**src/rtl/andn_seq_pkg.sv**
```systemverilog
// Shared types and sizing helpers for the multi-cycle AND-reduction sequencer.
package andn_seq_pkg;

    typedef enum logic [1:0] {
        S_IDLE = 2'd0,
        S_EVAL = 2'd1,
        S_DONE = 2'd2
    } state_t;

    // Width needed to hold a chunk count in the range 0..nchunk.
    function automatic int cnt_width(input int nchunk);
        return $clog2(nchunk + 1);
    endfunction

    // Width of the chunk index; kept at one bit or more so a single-chunk
    // configuration still has a real register.
    function automatic int idx_width(input int nchunk);
        return (nchunk > 1) ? $clog2(nchunk) : 1;
    endfunction

endpackage

```
**src/rtl/andn_seq_ctrl_and_chunk.sv**
```systemverilog
// Combinational N-input AND reduction, built as an explicit ripple chain so
// the depth of the shared slice datapath is visible in the netlist.
module and_chunk #(
    parameter int N = 8
) (
    input  logic [N-1:0] a,
    output logic         y
);

    for (genvar i = 0; i < N; i++) begin : g_stage
        logic acc_s;
        if (i == 0) begin : g_first
            assign acc_s = a[0];
        end else begin : g_next
            assign acc_s = g_stage[i-1].acc_s & a[i];
        end
    end

    assign y = g_stage[N-1].acc_s;

endmodule

```
**src/rtl/andn_seq_ctrl.sv**
```systemverilog
// Multi-cycle AND-reduction sequencer: accepts a WIDTH-bit operand, reduces
// it CHUNK bits per cycle through one shared AND datapath, stops at the first
// chunk that contains a zero and reports the result plus the chunk count.
module andn_seq_ctrl
    import andn_seq_pkg::*;
#(
    parameter  int WIDTH  = 32,
    parameter  int CHUNK  = 8,
    localparam int NCHUNK = (CHUNK > 0) ? (WIDTH / CHUNK) : 1,
    localparam int CW     = cnt_width(NCHUNK)
) (
    input  logic             clk,
    input  logic             reset_n,
    input  logic             in_valid,
    output logic             in_ready,
    input  logic [WIDTH-1:0] in_data,
    output logic             out_valid,
    input  logic             out_ready,
    output logic             out_y,
    output logic [CW-1:0]    out_cycles,
    output logic             busy
);

    localparam int IW = idx_width(NCHUNK);

    // Reject configurations that cannot be split into whole chunks.
    if (CHUNK < 1) begin : g_bad_chunk
        $fatal(1, "andn_seq_ctrl: CHUNK must be at least 1");
    end else if ((WIDTH % CHUNK) != 0) begin : g_bad_width
        $fatal(1, "andn_seq_ctrl: WIDTH must be a multiple of CHUNK");
    end

    state_t            state_r, state_next_s;
    logic [IW-1:0]     idx_r, idx_next_s;
    logic [WIDTH-1:0]  operand_r, operand_next_s;
    logic              out_y_r, out_y_next_s;
    logic [CW-1:0]     out_cycles_r, out_cycles_next_s;
    logic              out_valid_r;
    logic              busy_r;
    logic [CHUNK-1:0]  chunk_s;
    logic              chunk_and_s;

    // Select the chunk addressed by the index with an AND-OR mux.
    always_comb begin
        chunk_s = '0;
        for (int k = 0; k < NCHUNK; k++) begin
            chunk_s = chunk_s
                    | (operand_r[k*CHUNK +: CHUNK] & {CHUNK{idx_r == IW'(k)}});
        end
    end

    and_chunk #(
        .N (CHUNK)
    ) u_and_chunk (
        .a (chunk_s),
        .y (chunk_and_s)
    );

    // Next-state and next-datapath decode for the sequencer.
    always_comb begin
        state_next_s      = state_r;
        idx_next_s        = idx_r;
        operand_next_s    = operand_r;
        out_y_next_s      = out_y_r;
        out_cycles_next_s = out_cycles_r;
        case (state_r)
            S_IDLE: begin
                if (in_valid) begin
                    operand_next_s = in_data;
                    idx_next_s     = '0;
                    state_next_s   = S_EVAL;
                end else begin
                    state_next_s   = S_IDLE;
                end
            end
            S_EVAL: begin
                if (!chunk_and_s) begin
                    out_y_next_s      = 1'b0;
                    out_cycles_next_s = CW'(idx_r) + CW'(1'b1);
                    state_next_s      = S_DONE;
                end else if (idx_r == IW'(NCHUNK - 1)) begin
                    out_y_next_s      = 1'b1;
                    out_cycles_next_s = CW'(NCHUNK);
                    state_next_s      = S_DONE;
                end else begin
                    idx_next_s        = idx_r + IW'(1'b1);
                end
            end
            S_DONE: begin
                if (out_ready) begin
                    state_next_s = S_IDLE;
                end else begin
                    state_next_s = S_DONE;
                end
            end
            default: begin
                state_next_s = S_IDLE;
            end
        endcase
    end

    // State, datapath and registered status outputs.
    always_ff @(posedge clk or negedge reset_n) begin
        if (!reset_n) begin
            state_r      <= S_IDLE;
            idx_r        <= '0;
            operand_r    <= '0;
            out_y_r      <= 1'b0;
            out_cycles_r <= '0;
            out_valid_r  <= 1'b0;
            busy_r       <= 1'b0;
        end else begin
            state_r      <= state_next_s;
            idx_r        <= idx_next_s;
            operand_r    <= operand_next_s;
            out_y_r      <= out_y_next_s;
            out_cycles_r <= out_cycles_next_s;
            out_valid_r  <= (state_next_s == S_DONE);
            busy_r       <= (state_next_s != S_IDLE);
        end
    end

    // Ready depends only on the state so it never loops back from in_valid.
    assign in_ready   = (state_r == S_IDLE) && reset_n;
    assign out_valid  = out_valid_r;
    assign out_y      = out_y_r;
    assign out_cycles = out_cycles_r;
    assign busy       = busy_r;

endmodule
```
**config.mk**
```make
export PLATFORM = sky130hd
export DESIGN_NAME = andn_seq_ctrl
export DESIGN_NICKNAME = d
export VERILOG_FILES = /design/src/rtl/andn_seq_pkg.sv /design/src/rtl/andn_seq_ctrl_and_chunk.sv /design/src/rtl/andn_seq_ctrl.sv
export SDC_FILE = /design/constraint.sdc
export NUM_CORES = 1
export LEC_CHECK = 0
export ABC_AREA = 1
export ABC_CLOCK_PERIOD_IN_PS = 2230
export CORE_MARGIN = 5
export CORE_UTILIZATION = 40
export DETAILED_ROUTE_END_ITERATION = 16
export PLACE_DENSITY = 0.65
export SYNTH_ARGS = -nofsm -noshare
export SYNTH_HDL_FRONTEND = slang
export SYNTH_SLANG_ARGS = --single-unit
```
**constraint.sdc**
```tcl
create_clock -name clk -period 2.23 [get_ports clk]
set_input_delay 0.446 -clock clk [delete_from_list [all_inputs] [get_ports clk]]
set_output_delay 0.446 -clock clk [all_outputs]
set_load 0.02 [all_outputs]
```
==> impl_metrics.yaml <==
outcome:
  status: "finished, final reports clean"
logic_synthesis:
  yosys_warnings: 0
  synth_cell_type_count: 17
  syn_inst: 191
  ys_seq_area_share_pct: 52.90
  avgSynthCellArea_um2: 10.40
  yosysTopAreaCellShare_pct: 52.90
  netlist_top_cells_area: "dfrtp_1 53%, mux2_2 18%, nand2_1 12%"
  syn-cell-area_um2: 1987
  syn_nets: 231
  synth_seq_cells: 42
  synth_top_cell_by_area: "dfrtp_1"
timing:
  min_period_over_period_pct: 90.65
  slew_headroom_pct: 64.47
  worst_pin_slew_ps: 533.0
  slew_viol_final: 0
  hold_viol: 0
  setup_viol: 0
  postLayoutSetupSlackWorst_ps: 208.4
  fin_crit_ps: 2022
  fmaxAchievable_ghz: 0.4947
  finalSetupTns_ps: 0
  rsz0062_at_grt: "false"
  fin_skew_ps: 4.933
clocking:
  cts_buffer_depth: 2
  cts_setup_buffers: 0
  clkSinkCount: 42
  cts_resized: 0
  cts_buffers: 5
  ctsRootBufferMaster: "clkbuf_8"
  clk_pin_slew_ps: 80
  hold_buffers: 0
  clock_latency_ps: 290
  cts_tree: "done"
  cts-htree-levels: 2
layout:
  num-fill-cells: 449
  fin_nets: 275
  layout_common_cells: "62 x nand2_1, 42 x dfrtp_1, 41 x clkdlybuf4s50_1"
  regArea_um2: 1051
  area_delta_synth_final_pct: 27.71
  diodes: 0
  final_util_pct: 53.02
  final_common_cell: "nand2_1"
  drive_above_1_share_pct: 20.76
  multi_input_area_um2: 800.8
global_routing:
  grt_pass1_wl_um: 6479
  use_met3_pct: 4.148
  grt_util_all_layers_pct: 13.15
  grt_pass1_vias: 1441
  gr-total-overflow: 0
  grt_antenna_before_repair: 0
  grtUsageMet1_pct: 16.18
  grt_util_met2_pct: 21.44
  gr-max-usage-layer: "met2"
  grt_max_degree: 43
worst_setup_path:
  worst_setup_path_end_kind: "output pin"
  crit_fanout: 4
  timing.critical_path.slowest_cell_delay_ps: 630
  path_cells: "nor3b_1 > clkdlybuf4s50_1"
  worst-endpoint-required_ps: 1780
  path_class: "register to output pin"
  arrival_ps: 1580
  cp-start-kind: "register"
  slowest_stage: "clkdlybuf4s50_1"
min_path:
  hold_class: "input pin to asynchronous set/reset pin"
die:
  io-pin-count: 43
  core-area_um2: 4786
  die_w_um: 80.48
  num_rows: 25
  start_util_pct: 41.52
  die_area_um2: 6477
  die_h_um: 80.48
placement:
  place_ws_ps: 427.8
  dpl.hpwl_um: 2693
  port_buffers: 42
  gp_congestion: 0.7242
routing:
  ant_nets: 0
  detail_route.iter0.violations: 76
  wl_per_cell_um: 12.37
  wl_um: 3747
  drc: 0
  vias: 1410
  drtPass1Iterations: 4
  vias_per_cell: 4.653
pwr:
  p_leak_nw: 1.166
  p_total_mw: 3.029
  ir_drop_mv: 0.5627
  powerDensity_nw_per_um2: 1194
flow_run:
  cap_violations: 0
[state kept, by name, summed over array words and instances, names as in the netlist]
name / count
out_y: 1
busy: 1
idx_r: 2
out_cycles: 3
state_r: 2
operand_r: 32
out_valid: 1
[cell families after synthesis]
logic type,after synthesis,share of synthesized area (%)
compound gates,1,0.3780
mux,32,18.14
flops,42,52.90
buf+inv,25,6.801
simple gates,87,19.27
fa+ha+maj,4,2.519
[power breakdown]
part / leakage (nW) / internal [mW] / total [mW] / switching (mW)
Sequential: 0.502 / 1.12 / 1.32 / 0.201
Clock: 0.0482 / 0.250 / 0.502 / 0.252
Combinational: 0.616 / 0.616 / 1.20 / 0.588
[metal layers]
metal / vias to the layer above / part of all wire, %
met1: 678 / 43
met4: 0 / 1.2
met2: 32 / 50
met3: 6 / 5.9
met5: - / 0
li1: 694 / -
[final cells by class]
cell class / count / area share [%]
clock buffers: 7 / 3.402
clock inverters: 1 / 0.1972
inverters: 18 / 2.663
multi-input cells: 124 / 31.56
flip-flops and latches: 42 / 41.42
well taps: 67 / 3.304
repair buffers: 44 / 17.46
[worst max-delay path: cells and delay by family (launching register included)]
family                 cells  cell delay, ps
buffers and inverters      1             630
DFF                        1             440
and+or+nand+nor            1             210
[path summary, 6_finish.rpt]
path,slack (ps),from,depth (start not counted),to
min in group clk,480,out_cycles[2]$_DFFE_PN0P_,2,out_cycles[2]$_DFFE_PN0P_
setup / recovery,210,state_r[1]$_DFF_PN0_,2,in_ready
hold / removal,240,reset_n,2,out_cycles[2]$_DFFE_PN0P_
setup reg to reg,480,idx_r[1]$_DFFE_PN0P_,11,busy$_DFF_PN0_
hold reg to reg,480,out_cycles[2]$_DFFE_PN0P_,2,out_cycles[2]$_DFFE_PN0P_
max in group asynchronous,1630,reset_n,2,operand_r[25]$_DFFE_PN0P_
[cells in the mapped netlist]
| library cell | n |
|---|---|
| nor2_2 | 3 |
| nand3_1 | 9 |
| nand2_2 | 2 |
| nand3b_1 | 1 |
| nand2_4 | 1 |
| mux2_2 | 32 |
| buf_4 | 3 |
| nor2_1 | 3 |
| buf_6 | 4 |
| dfrtp_1 | 42 |
| nor3b_1 | 1 |
| inv_1 | 18 |
| nand4_1 | 4 |
| a22oi_1 | 1 |
| nor2_4 | 1 |
| nand2_1 | 62 |
| ha_1 | 4 |
[through the flow]
step                std cells  instance area [um2]  hold slack [ps]
global route              303                 2537            284.5
global placement          295                 2446            460.7
finish                    303                 2537            239.8
floorplan                 191                 1987            150.4
CTS                       303                 2537            251.8
detailed placement        295                 2446            462.9
(Power assumes the default switching activity.)
